### src/rtl/gpr_pkg.sv
// Shared definitions for the GPR writeback arbiter slice: register-index and
// data widths, register count, arbitration pointer encoding and small helpers.
package gpr_pkg;

    localparam int REG_IDX_W = 5;
    localparam int DATA_W    = 32;
    localparam int NUM_REGS  = 32;

    typedef logic [REG_IDX_W-1:0] reg_idx_t;
    typedef logic [DATA_W-1:0]    data_t;
    typedef logic [NUM_REGS-1:0]  reg_vec_t;

    // Which port wins the next conflict when both requesters are valid.
    typedef enum logic {
        FAV_A = 1'b0,
        FAV_B = 1'b1
    } fav_e;

    // Register x0 is hardwired; any index other than zero is a real register.
    function automatic logic idx_nonzero(input reg_idx_t idx);
        return (idx != {REG_IDX_W{1'b0}});
    endfunction

    // One-hot mask selecting a single register of the busy vector.
    function automatic reg_vec_t idx_onehot(input reg_idx_t idx);
        reg_vec_t v;
        v      = {NUM_REGS{1'b0}};
        v[idx] = 1'b1;
        return v;
    endfunction

endpackage

### src/rtl/gpr_scoreboard.sv
// Pending-destination scoreboard for the GPR writeback path.
// Only compiled when GPR_WB_SCOREBOARD_EN is defined; the arbiter ties its
// hazard/error outputs to zero otherwise.
// A register is marked busy at issue and cleared when its writeback is
// accepted. A same-cycle retire and re-issue of one register is legal and
// leaves it busy (the set wins).
`ifdef GPR_WB_SCOREBOARD_EN
module gpr_scoreboard
    import gpr_pkg::*;
(
    input  logic     clk,
    input  logic     rst,
    input  logic     set_en,
    input  reg_idx_t set_rd,
    input  logic     clr_en,
    input  reg_idx_t clr_rd,
    input  reg_idx_t chk_rs1,
    input  reg_idx_t chk_rs2,
    output logic     rs1_busy,
    output logic     rs2_busy,
    output logic     err
);

    reg_vec_t busy_r;
    reg_vec_t busy_nxt_s;
    reg_vec_t set_mask_s;
    reg_vec_t clr_mask_s;
    logic     err_r;
    logic     set_act_s;
    logic     clr_act_s;
    logic     set_err_s;
    logic     clr_err_s;

    // Decode set/clear events that touch a real register and flag protocol misuse.
    always_comb begin
        set_act_s = set_en & idx_nonzero(set_rd);
        clr_act_s = clr_en & idx_nonzero(clr_rd);
        if (set_act_s) begin
            set_mask_s = idx_onehot(set_rd);
        end else begin
            set_mask_s = {NUM_REGS{1'b0}};
        end
        if (clr_act_s) begin
            clr_mask_s = idx_onehot(clr_rd);
        end else begin
            clr_mask_s = {NUM_REGS{1'b0}};
        end
        // Re-issuing a register that retires in this same cycle is not an error.
        set_err_s = set_act_s & busy_r[set_rd] &
                    ~(clr_act_s & (clr_rd == set_rd));
        clr_err_s = clr_act_s & ~busy_r[clr_rd];
    end

    // Next busy vector: clear first, then set so a same-cycle set wins; x0 never busy.
    always_comb begin
        busy_nxt_s    = (busy_r & ~clr_mask_s) | set_mask_s;
        busy_nxt_s[0] = 1'b0;
    end

    // Busy vector and sticky error register.
    always_ff @(posedge clk or posedge rst) begin
        if (rst) begin
            busy_r <= {NUM_REGS{1'b0}};
            err_r  <= 1'b0;
        end else begin
            busy_r <= busy_nxt_s;
            err_r  <= err_r | set_err_s | clr_err_s;
        end
    end

    assign rs1_busy = busy_r[chk_rs1];
    assign rs2_busy = busy_r[chk_rs2];
    assign err      = err_r;

endmodule
`endif

### src/rtl/gpr_wb_arbiter.sv
// GPR writeback arbiter: merges the ALU (A) and load (B) writeback requesters
// onto the single register-file write port, one grant per cycle, with a
// one-cycle registered write.
// PRIO_B = 0: round-robin on conflict; PRIO_B = 1: B always wins.
// Optional feature macro GPR_WB_SCOREBOARD_EN adds the pending-register
// scoreboard (hazard query and sticky protocol-error flag).
module gpr_wb_arbiter
    import gpr_pkg::*;
#(
    parameter bit PRIO_B = 1'b0
) (
    input  logic                 clk,
    input  logic                 rst,
    input  logic                 a_valid,
    input  logic [REG_IDX_W-1:0] a_rd,
    input  logic [DATA_W-1:0]    a_data,
    output logic                 a_ready,
    input  logic                 b_valid,
    input  logic [REG_IDX_W-1:0] b_rd,
    input  logic [DATA_W-1:0]    b_data,
    output logic                 b_ready,
    input  logic                 issue_set,
    input  logic [REG_IDX_W-1:0] issue_rd,
    input  logic [REG_IDX_W-1:0] chk_rs1,
    input  logic [REG_IDX_W-1:0] chk_rs2,
    output logic                 rs1_busy,
    output logic                 rs2_busy,
    output logic [REG_IDX_W-1:0] gpr_rd,
    output logic [DATA_W-1:0]    gpr_rrd,
    output logic                 gpr_we,
    output logic                 err
);

    fav_e     fav_r;
    fav_e     fav_nxt_s;
    logic     a_grant_s;
    logic     b_grant_s;
    logic     acc_s;
    reg_idx_t acc_rd_s;
    data_t    acc_data_s;
    logic     wr_s;
    logic     gpr_we_r;
    reg_idx_t gpr_rd_r;
    data_t    gpr_rrd_r;

    // Arbitration pointer register; after reset A wins the first conflict.
    always_ff @(posedge clk or posedge rst) begin
        if (rst) begin
            fav_r <= FAV_A;
        end else begin
            fav_r <= fav_nxt_s;
        end
    end

    // Grant decision and pointer update; nothing is granted while in reset.
    always_comb begin
        a_grant_s = 1'b0;
        b_grant_s = 1'b0;
        fav_nxt_s = fav_r;
        if (rst) begin
            a_grant_s = 1'b0;
            b_grant_s = 1'b0;
        end else if (a_valid && b_valid) begin
            if (PRIO_B || (fav_r == FAV_B)) begin
                b_grant_s = 1'b1;
            end else begin
                a_grant_s = 1'b1;
            end
        end else if (a_valid) begin
            a_grant_s = 1'b1;
        end else if (b_valid) begin
            b_grant_s = 1'b1;
        end else begin
            a_grant_s = 1'b0;
            b_grant_s = 1'b0;
        end
        // The loser of the most recent grant is favoured next.
        if (a_grant_s) begin
            fav_nxt_s = FAV_B;
        end else if (b_grant_s) begin
            fav_nxt_s = FAV_A;
        end else begin
            fav_nxt_s = fav_r;
        end
    end

    // Select the accepted request; an rd of x0 is accepted but never written.
    always_comb begin
        acc_s = a_grant_s | b_grant_s;
        if (b_grant_s) begin
            acc_rd_s   = b_rd;
            acc_data_s = b_data;
        end else begin
            acc_rd_s   = a_rd;
            acc_data_s = a_data;
        end
        wr_s = acc_s & idx_nonzero(acc_rd_s);
    end

    // Register-file write port: one-cycle latency, index/data hold when idle.
    always_ff @(posedge clk or posedge rst) begin
        if (rst) begin
            gpr_we_r  <= 1'b0;
            gpr_rd_r  <= {REG_IDX_W{1'b0}};
            gpr_rrd_r <= {DATA_W{1'b0}};
        end else begin
            gpr_we_r <= wr_s;
            if (wr_s) begin
                gpr_rd_r  <= acc_rd_s;
                gpr_rrd_r <= acc_data_s;
            end else begin
                gpr_rd_r  <= gpr_rd_r;
                gpr_rrd_r <= gpr_rrd_r;
            end
        end
    end

    assign a_ready = a_grant_s;
    assign b_ready = b_grant_s;
    assign gpr_we  = gpr_we_r;
    assign gpr_rd  = gpr_rd_r;
    assign gpr_rrd = gpr_rrd_r;

`ifdef GPR_WB_SCOREBOARD_EN
    gpr_scoreboard u_scoreboard (
        .clk      (clk),
        .rst      (rst),
        .set_en   (issue_set),
        .set_rd   (issue_rd),
        .clr_en   (acc_s),
        .clr_rd   (acc_rd_s),
        .chk_rs1  (chk_rs1),
        .chk_rs2  (chk_rs2),
        .rs1_busy (rs1_busy),
        .rs2_busy (rs2_busy),
        .err      (err)
    );
`else
    // Without the scoreboard the issue and hazard-query inputs have no effect.
    logic unused_sb_s;
    assign unused_sb_s = ^{issue_set, issue_rd, chk_rs1, chk_rs2, acc_s};
    assign rs1_busy    = 1'b0;
    assign rs2_busy    = 1'b0;
    assign err         = 1'b0;
`endif

endmodule

### config.mk
export PLATFORM = sky130hd
export DESIGN_NAME = gpr_wb_arbiter
export DESIGN_NICKNAME = d
export VERILOG_FILES = /design/src/rtl/gpr_pkg.sv /design/src/rtl/gpr_scoreboard.sv /design/src/rtl/gpr_wb_arbiter.sv
export SDC_FILE = /design/constraint.sdc
export NUM_CORES = 1
export LEC_CHECK = 0
export CAP_MARGIN = 20
export CORE_MARGIN = 2
export CORE_UTILIZATION = 40
export CTS_BUF_LIST = sky130_fd_sc_hd__clkbuf_8
export DETAILED_ROUTE_END_ITERATION = 6
export PLACE_DENSITY = 0.87
export SYNTH_ARGS = -nofsm -noshare
export SYNTH_HDL_FRONTEND = slang
export SYNTH_SLANG_ARGS = --single-unit
### constraint.sdc
create_clock -name clk -period 6.1 [get_ports clk]
set_clock_uncertainty 0.2 [all_clocks]
set_input_delay 0.61 -clock clk [delete_from_list [all_inputs] [get_ports clk]]
set_output_delay 0.61 -clock clk [all_outputs]
set_load 0.02 [all_outputs]
==> results of run 1 <==
sequential cells by signal (all words and copies together), names as in the netlist:
| name | flops |
|---|---|
| gpr_rd | 5 |
| gpr_we | 1 |
| fav_r | 1 |
| gpr_rrd | 32 |
area by class of cell:
cell class / instances / area, um2
fillers: 414 / 1710
repair buffers: 118 / 1180
multi-input cells: 107 / 1050
flip-flops and latches: 39 / 976
well taps: 70 / 87.6
clock buffers: 5 / 68.8
clock inverters: 3 / 16.3
inverters: 4 / 15.0
Yosys cell counts, types with 3 or more instances:
library cell | n | area (um2)
sky130_fd_sc_hd__mux2i_1 | 3 | 30.0
sky130_fd_sc_hd__buf_4 | 4 | 30.0
sky130_fd_sc_hd__inv_1 | 4 | 15.0
sky130_fd_sc_hd__and2_1 | 4 | 25.0
sky130_fd_sc_hd__dfrtp_1 | 39 | 976
sky130_fd_sc_hd__o21ai_0 | 5 | 25.0
sky130_fd_sc_hd__mux2_4 | 6 | 90.1
sky130_fd_sc_hd__nor2_1 | 4 | 15.0
sky130_fd_sc_hd__mux2_2 | 58 | 653
sky130_fd_sc_hd__buf_2 | 4 | 20.0
worst register-to-register path, stage by stage, from the launching register on:
cell                        delay [ps]
sky130_fd_sc_hd__dfrtp_1           440
sky130_fd_sc_hd__nor2b_1           130
sky130_fd_sc_hd__or2_2             660
sky130_fd_sc_hd__o2bb2ai_4         950
sky130_fd_sc_hd__mux2_2            450
cells by family after synthesis:
family,after synthesis
multiplexers,67
flip-flops,39
AO/OA/AOI/OAI,20
AND/OR/NAND/NOR,17
buffers and inverters,15
other,1
stage by stage:
stage / total power [uW] / setup WS (ps) / utilization (%) / hold slack [ps] / instances
floorplan: 526 / 3410 / - / 333 / 161
global placement: 699 / 2250 / 64.8 / 285 / 338
detailed placement: 708 / 2280 / 64.8 / 279 / 338
CTS: 876 / 2270 / 66.4 / 311 / 346
global route: 915 / 2040 / 66.4 / 324 / 346
finish: 866 / 2250 / 66.4 / 306 / 346
final timing paths:
kind / end / slack [ps] / cells after the start / start
worst max-delay path: b_ready / 2250 / 5 / a_valid
worst min-delay path: gpr_rrd[29]$_DFFE_PP0P_ / 310 / 1 / gpr_rrd[29]$_DFFE_PP0P_
worst max register to register: gpr_rrd[1]$_DFFE_PP0P_ / 3170 / 4 / fav_r$_DFFE_PP0P_
worst min register to register: gpr_rrd[29]$_DFFE_PP0P_ / 310 / 1 / gpr_rrd[29]$_DFFE_PP0P_
max in group asynchronous: gpr_rrd[27]$_DFFE_PP0P_ / 4650 / 3 / rst
min in group asynchronous: gpr_rd[0]$_DFFE_PP0P_ / 390 / 2 / rst
power by group:
part	leakage [uW]	total, uW	switching (uW)	internal (uW)
clock	0.0000453	167	88.4	78.2
combinational	0.000863	358	152	207
sequential	0.000459	341	27.6	313
total	0.00137	866	268	598
layer usage:
| layer | track usage, % | wire (um) | vias up | part of all wire, % |
|---|---|---|---|---|
| met5 | 0 | 0 | - | 0 |
| li1 | - | - | 813 | - |
| met1 | 22.4 | 2150 | 816 | 42 |
| met3 | 5.41 | 347 | 4 | 6.8 |
| met2 | 31.7 | 2580 | 75 | 50 |
| met4 | 5.45 | 43 | 0 | 0.84 |
==> metrics.txt, run 1 <==
# TYPE chip_impl_metric gauge
chip_impl_info{name="ctsRootBufferMaster",value="sky130_fd_sc_hd__clkbuf_8"} 1
chip_impl_metric{name="global_route_wire_length_before_repair",unit="um"} 8730
chip_impl_info{name="crit_slowest_cell",value="sky130_fd_sc_hd__or2_2"} 1
chip_impl_metric{name="synth_compound_area_share",unit="%"} 8.02
chip_impl_metric{name="antenna_cells",unit=""} 0
chip_impl_metric{name="synth-edff-count",unit=""} 0
chip_impl_metric{name="drtPass1Iterations",unit=""} 5
chip_impl_metric{name="postSynth.asyncResetShare",unit="%"} 100
chip_impl_metric{name="max_stage_delay",unit="ps"} 860
chip_impl_metric{name="simple_gate_fraction_of_synth_area",unit="%"} 4.54
chip_impl_metric{name="rows",unit=""} 26
chip_impl_metric{name="critical_path_required",unit="ps"} 5290
chip_impl_metric{name="detail-route-antenna-nets",unit=""} 0
chip_impl_metric{name="core",unit="um2"} 5110
chip_impl_metric{name="fp.dieArea",unit="um2"} 5900
chip_impl_metric{name="global_route.overflow_total",unit=""} 0
chip_impl_metric{name="horiz_die_dim",unit="um"} 76.8
chip_impl_metric{name="fin_setup_tns",unit="ps"} 0
chip_impl_metric{name="cts_setup_buffers",unit=""} 0
chip_impl_metric{name="postSynthRegisterBits",unit=""} 39
chip_impl_info{name="status",value="finished clean"} 1
chip_impl_metric{name="critPathBufInv",unit=""} 3
chip_impl_info{name="kind_of_launch_point_of_the_worst_setup_path",value="primary input"} 1
chip_impl_info{name="worst_path_most_repeated_cell",value="sky130_fd_sc_hd__clkdlybuf4s50_1"} 1
chip_impl_metric{name="worst-endpoint-arrival",unit="ps"} 3040
chip_impl_metric{name="timing.max_slew.rel_slack",unit="%"} 31.8
chip_impl_metric{name="cellLeakagePower",unit="uW"} 0.00137
chip_impl_info{name="combinational_family_with_the_most_area_after_synthesis",value="multiplexers"} 1
chip_impl_metric{name="area_delta_synth_final",unit="%"} 59.9
chip_impl_metric{name="synth.distinct_cells",unit=""} 30
chip_impl_metric{name="numCtsBuffers",unit=""} 5
chip_impl_metric{name="dp_hpwl",unit="um"} 3870
chip_impl_metric{name="fp.dieH",unit="um"} 76.8
chip_impl_metric{name="htree_levels",unit=""} 2
chip_impl_metric{name="synthMuxAreaShare",unit="%"} 36.4
chip_impl_metric{name="grt.total_usage",unit="%"} 18.5
chip_impl_metric{name="report.final.setup_viol",unit=""} 0
chip_impl_metric{name="finish.net_count",unit=""} 369
chip_impl_info{name="final_common_cell",value="sky130_fd_sc_hd__clkdlybuf4s50_1"} 1
chip_impl_info{name="rsz0062_at_grt",value="false"} 1
chip_impl_metric{name="max_cap_violation_count",unit=""} 0
chip_impl_metric{name="mapped_avg_cell_area",unit="um2"} 13.3
chip_impl_metric{name="drt_first_iter_violations",unit=""} 50
chip_impl_metric{name="initial_core_util",unit="%"} 41.5
chip_impl_info{name="cts_tree",value="yes"} 1
chip_impl_metric{name="peak_supply_drop",unit="mV"} 0.131
chip_impl_metric{name="post_drt_wl_per_cell",unit="um"} 14.8
chip_impl_info{name="highest_count_cells_in_the_layout_ignoring_fill_and_taps",value="sky130_fd_sc_hd__clkdlybuf4s50_1 (117), sky130_fd_sc_hd__mux2_2 (58), sky130_fd_sc_hd__dfrtp_1 (39), sky130_fd_sc_hd__mux2_4 (6)"} 1
chip_impl_metric{name="period_share",unit="%"} 63.1
chip_impl_metric{name="place.gp.congestion",unit=""} 0.747
chip_impl_metric{name="synthCells",unit=""} 159
chip_impl_metric{name="dr_total_vias",unit=""} 1708
chip_impl_metric{name="timing.fmax",unit="GHz"} 0.260
chip_impl_metric{name="post_synthesis_instance_area",unit="um2"} 2120
chip_impl_metric{name="cts_hold_buffers",unit=""} 0
chip_impl_metric{name="buffer_ports.inserted",unit=""} 117
chip_impl_metric{name="number_of_antenna_violations_at_the_first_check_in_global_routing",unit=""} 0
chip_impl_info{name="critical_path.cell_chain",value="clkdlybuf4s50_1, nor2b_1, or2_2, inv_1, clkdlybuf4s50_1"} 1
chip_impl_info{name="synth_ff_type",value="sky130_fd_sc_hd__dfrtp_1"} 1
chip_impl_metric{name="cts_resized",unit=""} 0
chip_impl_metric{name="clock_tree_sinks",unit=""} 39
chip_impl_metric{name="clkLatencyLatePin",unit="ps"} 280
chip_impl_info{name="timing.hold.worst.class",value="flip-flop to flip-flop"} 1
chip_impl_metric{name="post_drt_via_cell_ratio",unit=""} 4.94
chip_impl_metric{name="power-per-cell-area",unit="nW/um2"} 255
chip_impl_metric{name="report.final.slew_viol_count",unit=""} 0
chip_impl_metric{name="synthesis.yosys.warnings",unit=""} 0
chip_impl_metric{name="placed_cell_area",unit="um2"} 3310
chip_impl_metric{name="pin_count",unit=""} 137
chip_impl_metric{name="finish.instance_area",unit="um2"} 3390
chip_impl_info{name="critPathCaptureType",value="output pin"} 1
chip_impl_info{name="cpLargestDelayFamily",value="buffers and inverters"} 1
chip_impl_metric{name="drc",unit=""} 0
chip_impl_metric{name="crit_path_max_fanout",unit=""} 40
chip_impl_metric{name="finalWirelength",unit="um"} 5110
chip_impl_metric{name="finalWorstPathRequiredPeriod",unit="ps"} 3850
chip_impl_metric{name="seq_area_frac_synth",unit="%"} 46.0
chip_impl_metric{name="share_of_synthesized_cell_area_in_full_adder_half_adder_and_majority_cells",unit="%"} 0
chip_impl_metric{name="grt_pass1_vias",unit=""} 1758
chip_impl_info{name="worst-setup-path-type",value="primary input to output pin"} 1
chip_impl_metric{name="synth-xor-area-share",unit="%"} 0
chip_impl_metric{name="drive_gt1_share",unit="%"} 27.5
chip_impl_metric{name="ctsLongestPathBuffers",unit=""} 2
chip_impl_metric{name="path_clk_slew",unit="ps"} 70
chip_impl_metric{name="grt_max_degree",unit=""} 41
chip_impl_metric{name="hold_viol",unit=""} 0
chip_impl_metric{name="worst_slew_pin_slew",unit="ps"} 1020
Note: power is estimated with default switching activity, not from simulation.
==> run 2: changes to the inputs <==
Settings changed: CORE_UTILIZATION 40 to 34, PLACE_DENSITY 0.87 to 0.79.
Clock period 6.1 ns to 3.1 ns, I/O delays scaled along.
==> run 2 against run 1 <==
Power is 98% higher. Non-clock buffer count is 4 higher. Critical path depth is 1 lower. Clock power is 100% higher. Flip-flop and latch count stayed put. Cell area is 1.1% higher. Combinational power is 97% higher. Sequential share of layout area is 0.33 points lower. Clock-buffer cell count is 1 higher. Die area is 17% higher. Hold slack worse by 220 ps. Worst setup slack worse by 1800 ps. Critical endpoint is now a_ready.
==> metrics.txt, run 2 (synthesis gave the netlist of run 1 again) <==
# TYPE chip_impl_metric gauge
chip_impl_metric{name="rows",unit=""} 28
chip_impl_metric{name="finalWirelength",unit="um"} 4990
chip_impl_metric{name="global_route_wire_length_before_repair",unit="um"} 8330
chip_impl_metric{name="buffer_ports.inserted",unit=""} 117
chip_impl_metric{name="post_drt_wl_per_cell",unit="um"} 14.1
chip_impl_metric{name="r2r_cells",unit=""} 5
chip_impl_metric{name="dr_total_vias",unit=""} 1730
chip_impl_metric{name="grt_pass1_vias",unit=""} 1776
chip_impl_metric{name="drive_gt1_share",unit="%"} 28.7
chip_impl_metric{name="detail-route-antenna-nets",unit=""} 0
chip_impl_metric{name="numCtsBuffers",unit=""} 5
chip_impl_metric{name="htree_levels",unit=""} 2
chip_impl_metric{name="timing.max_slew.rel_slack",unit="%"} 65.9
chip_impl_info{name="kind_of_launch_point_of_the_worst_setup_path",value="primary input"} 1
chip_impl_metric{name="crit_path_max_fanout",unit=""} 4
chip_impl_info{name="critPathCaptureType",value="output pin"} 1
chip_impl_info{name="worst-setup-path-type",value="primary input to output pin"} 1
chip_impl_metric{name="placed_cell_area",unit="um2"} 3340
chip_impl_info{name="highest_count_cells_in_the_layout_ignoring_fill_and_taps",value="sky130_fd_sc_hd__clkdlybuf4s50_1 (117), sky130_fd_sc_hd__mux2_2 (58), sky130_fd_sc_hd__dfrtp_1 (39), sky130_fd_sc_hd__mux2_4 (6), sky130_fd_sc_hd__clkbuf_8 (6)"} 1
chip_impl_metric{name="core",unit="um2"} 5990
chip_impl_metric{name="worst_slew_pin_slew",unit="ps"} 508
chip_impl_metric{name="finish.instance_area",unit="um2"} 3430
chip_impl_metric{name="number_of_antenna_violations_at_the_first_check_in_global_routing",unit=""} 0
chip_impl_metric{name="path_clk_slew",unit="ps"} 70
chip_impl_metric{name="max_stage_delay",unit="ps"} 710
chip_impl_info{name="cpLargestDelayFamily",value="buffers and inverters"} 1
chip_impl_metric{name="worstSetupPathDepth",unit=""} 4
chip_impl_info{name="final_common_cell",value="sky130_fd_sc_hd__clkdlybuf4s50_1"} 1
chip_impl_metric{name="peak_supply_drop",unit="mV"} 0.234
chip_impl_metric{name="global_route.overflow_total",unit=""} 0
chip_impl_metric{name="clock_tree_sinks",unit=""} 39
chip_impl_info{name="cts_tree",value="yes"} 1
chip_impl_metric{name="drtPass1Iterations",unit=""} 4
chip_impl_info{name="critPathLaunch",value="a_valid"} 1
chip_impl_info{name="critical_path.cell_chain",value="clkdlybuf4s50_1, inv_1, a211oi_1, clkdlybuf4s50_1"} 1
chip_impl_metric{name="finalWorstPathRequiredPeriod",unit="ps"} 2610
chip_impl_metric{name="ctsLongestPathBuffers",unit=""} 2
chip_impl_info{name="crit_slowest_cell",value="sky130_fd_sc_hd__clkdlybuf4s50_1"} 1
chip_impl_metric{name="report.final.slew_viol_count",unit=""} 0
chip_impl_metric{name="max_cap_violation_count",unit=""} 0
chip_impl_metric{name="rrSetupSlack",unit="ps"} 920
chip_impl_metric{name="grt_max_degree",unit=""} 38
chip_impl_metric{name="timing.fmax",unit="GHz"} 0.383
chip_impl_metric{name="area_delta_synth_final",unit="%"} 61.7
chip_impl_metric{name="report.final.setup_viol",unit=""} 0
chip_impl_metric{name="layout.cells.non_filler",unit=""} 354
chip_impl_info{name="rsz0062_at_grt",value="false"} 1
chip_impl_metric{name="hold-worst-slack",unit="ps"} 88.7
chip_impl_info{name="timing.hold.worst.class",value="primary input to asynchronous set/reset pin"} 1
chip_impl_metric{name="power-per-cell-area",unit="nW/um2"} 500
chip_impl_info{name="r2r_end",value="gpr_rrd[10]$_DFFE_PP0P_"} 1
chip_impl_metric{name="place.gp.congestion",unit=""} 0.767
chip_impl_info{name="worst_path_most_repeated_cell",value="sky130_fd_sc_hd__clkdlybuf4s50_1"} 1
chip_impl_metric{name="pin_count",unit=""} 137
chip_impl_info{name="worstReg2RegStart",value="fav_r$_DFFE_PP0P_"} 1
chip_impl_metric{name="critical_path_required",unit="ps"} 2590
chip_impl_metric{name="period_share",unit="%"} 84.1
chip_impl_metric{name="fin_setup_tns",unit="ps"} 0
chip_impl_metric{name="hold_viol",unit=""} 0
chip_impl_metric{name="cts_resized",unit=""} 0
chip_impl_metric{name="fp.dieArea",unit="um2"} 6890
chip_impl_metric{name="fp.dieH",unit="um"} 83
chip_impl_metric{name="antenna_cells",unit=""} 0
chip_impl_metric{name="horiz_die_dim",unit="um"} 83
chip_impl_metric{name="cellLeakagePower",unit="uW"} 0.00139
chip_impl_info{name="ctsRootBufferMaster",value="sky130_fd_sc_hd__clkbuf_8"} 1
chip_impl_metric{name="critPathBufInv",unit=""} 3
chip_impl_metric{name="cts_setup_buffers",unit=""} 0
chip_impl_metric{name="drt_first_iter_violations",unit=""} 17
chip_impl_metric{name="drc",unit=""} 0
chip_impl_metric{name="clkLatencyLatePin",unit="ps"} 280
chip_impl_metric{name="placedCellCount",unit=""} 347
chip_impl_metric{name="worst-endpoint-arrival",unit="ps"} 2100
chip_impl_metric{name="grt.total_usage",unit="%"} 14.4
chip_impl_info{name="critical_path.endpoint",value="a_ready"} 1
chip_impl_metric{name="initial_core_util",unit="%"} 35.4
chip_impl_metric{name="post_drt_via_cell_ratio",unit=""} 4.89
chip_impl_metric{name="finish.net_count",unit=""} 373
chip_impl_metric{name="dp_hpwl",unit="um"} 3890
chip_impl_info{name="status",value="finished clean"} 1
chip_impl_metric{name="cts_hold_buffers",unit=""} 0
chip_impl_metric{name="flip_flop_count_of_the_largest_register_all_copies_and_words_added",unit=""} 32
[run 2: metal layers]
metal | track usage [%] | wire [um] | share of wire [%] | up-vias
met1 | 17.6 | 2140 | 43 | 812
met3 | 5.57 | 461 | 9.2 | 7
met4 | 3.13 | 29 | 0.58 | 0
met5 | 0 | 0 | 0 | -
met2 | 24.0 | 2370 | 47 | 88
li1 | - | - | - | 823
[run 2: worst min-delay path by stage]
stage / to / slack (ps) / cells after the start
after floorplan: gpr_rd[3]$_DFFE_PP0P_ / 290 / 2
after global placement: gpr_rd[3]$_DFFE_PP0P_ / 280 / 1
after detailed placement: gpr_rd[3]$_DFFE_PP0P_ / 270 / 1
after CTS: gpr_rd[2]$_DFFE_PP0P_ / 80 / 2
after global routing: gpr_rd[2]$_DFFE_PP0P_ / 120 / 2
final: gpr_rd[2]$_DFFE_PP0P_ / 90 / 2
[run 2: power by group]
part / internal [uW] / total [uW] / leakage (uW) / switching (uW)
logic: 410 / 706 / 0.000881 / 296
clock network: 174 / 338 / 0.0000470 / 164
registers: 617 / 672 / 0.000459 / 55.4
total: 1200 / 1720 / 0.00139 / 515
[run 2: per-stage QoR]
stage | setup WS [ps] | power, uW | utilization (%)
after floorplan | 709 | 1030 | -
after global placement | 490 | 1380 | 55.8
after detailed placement | 466 | 1400 | 55.8
after CTS | 475 | 1750 | 57.3
after global routing | 435 | 1810 | 57.3
final | 492 | 1720 | 57.3
[run 2: final cells by class]
class,instances,area (um2)
Tap cell,75,93.8
Clock buffer,6,82.6
Sequential cell,39,976
Timing Repair Buffer,122,1210
Clock inverter,1,5.00
Fill cell,520,2560
Multi-Input combinational cell,107,1050
Inverter,4,15.0
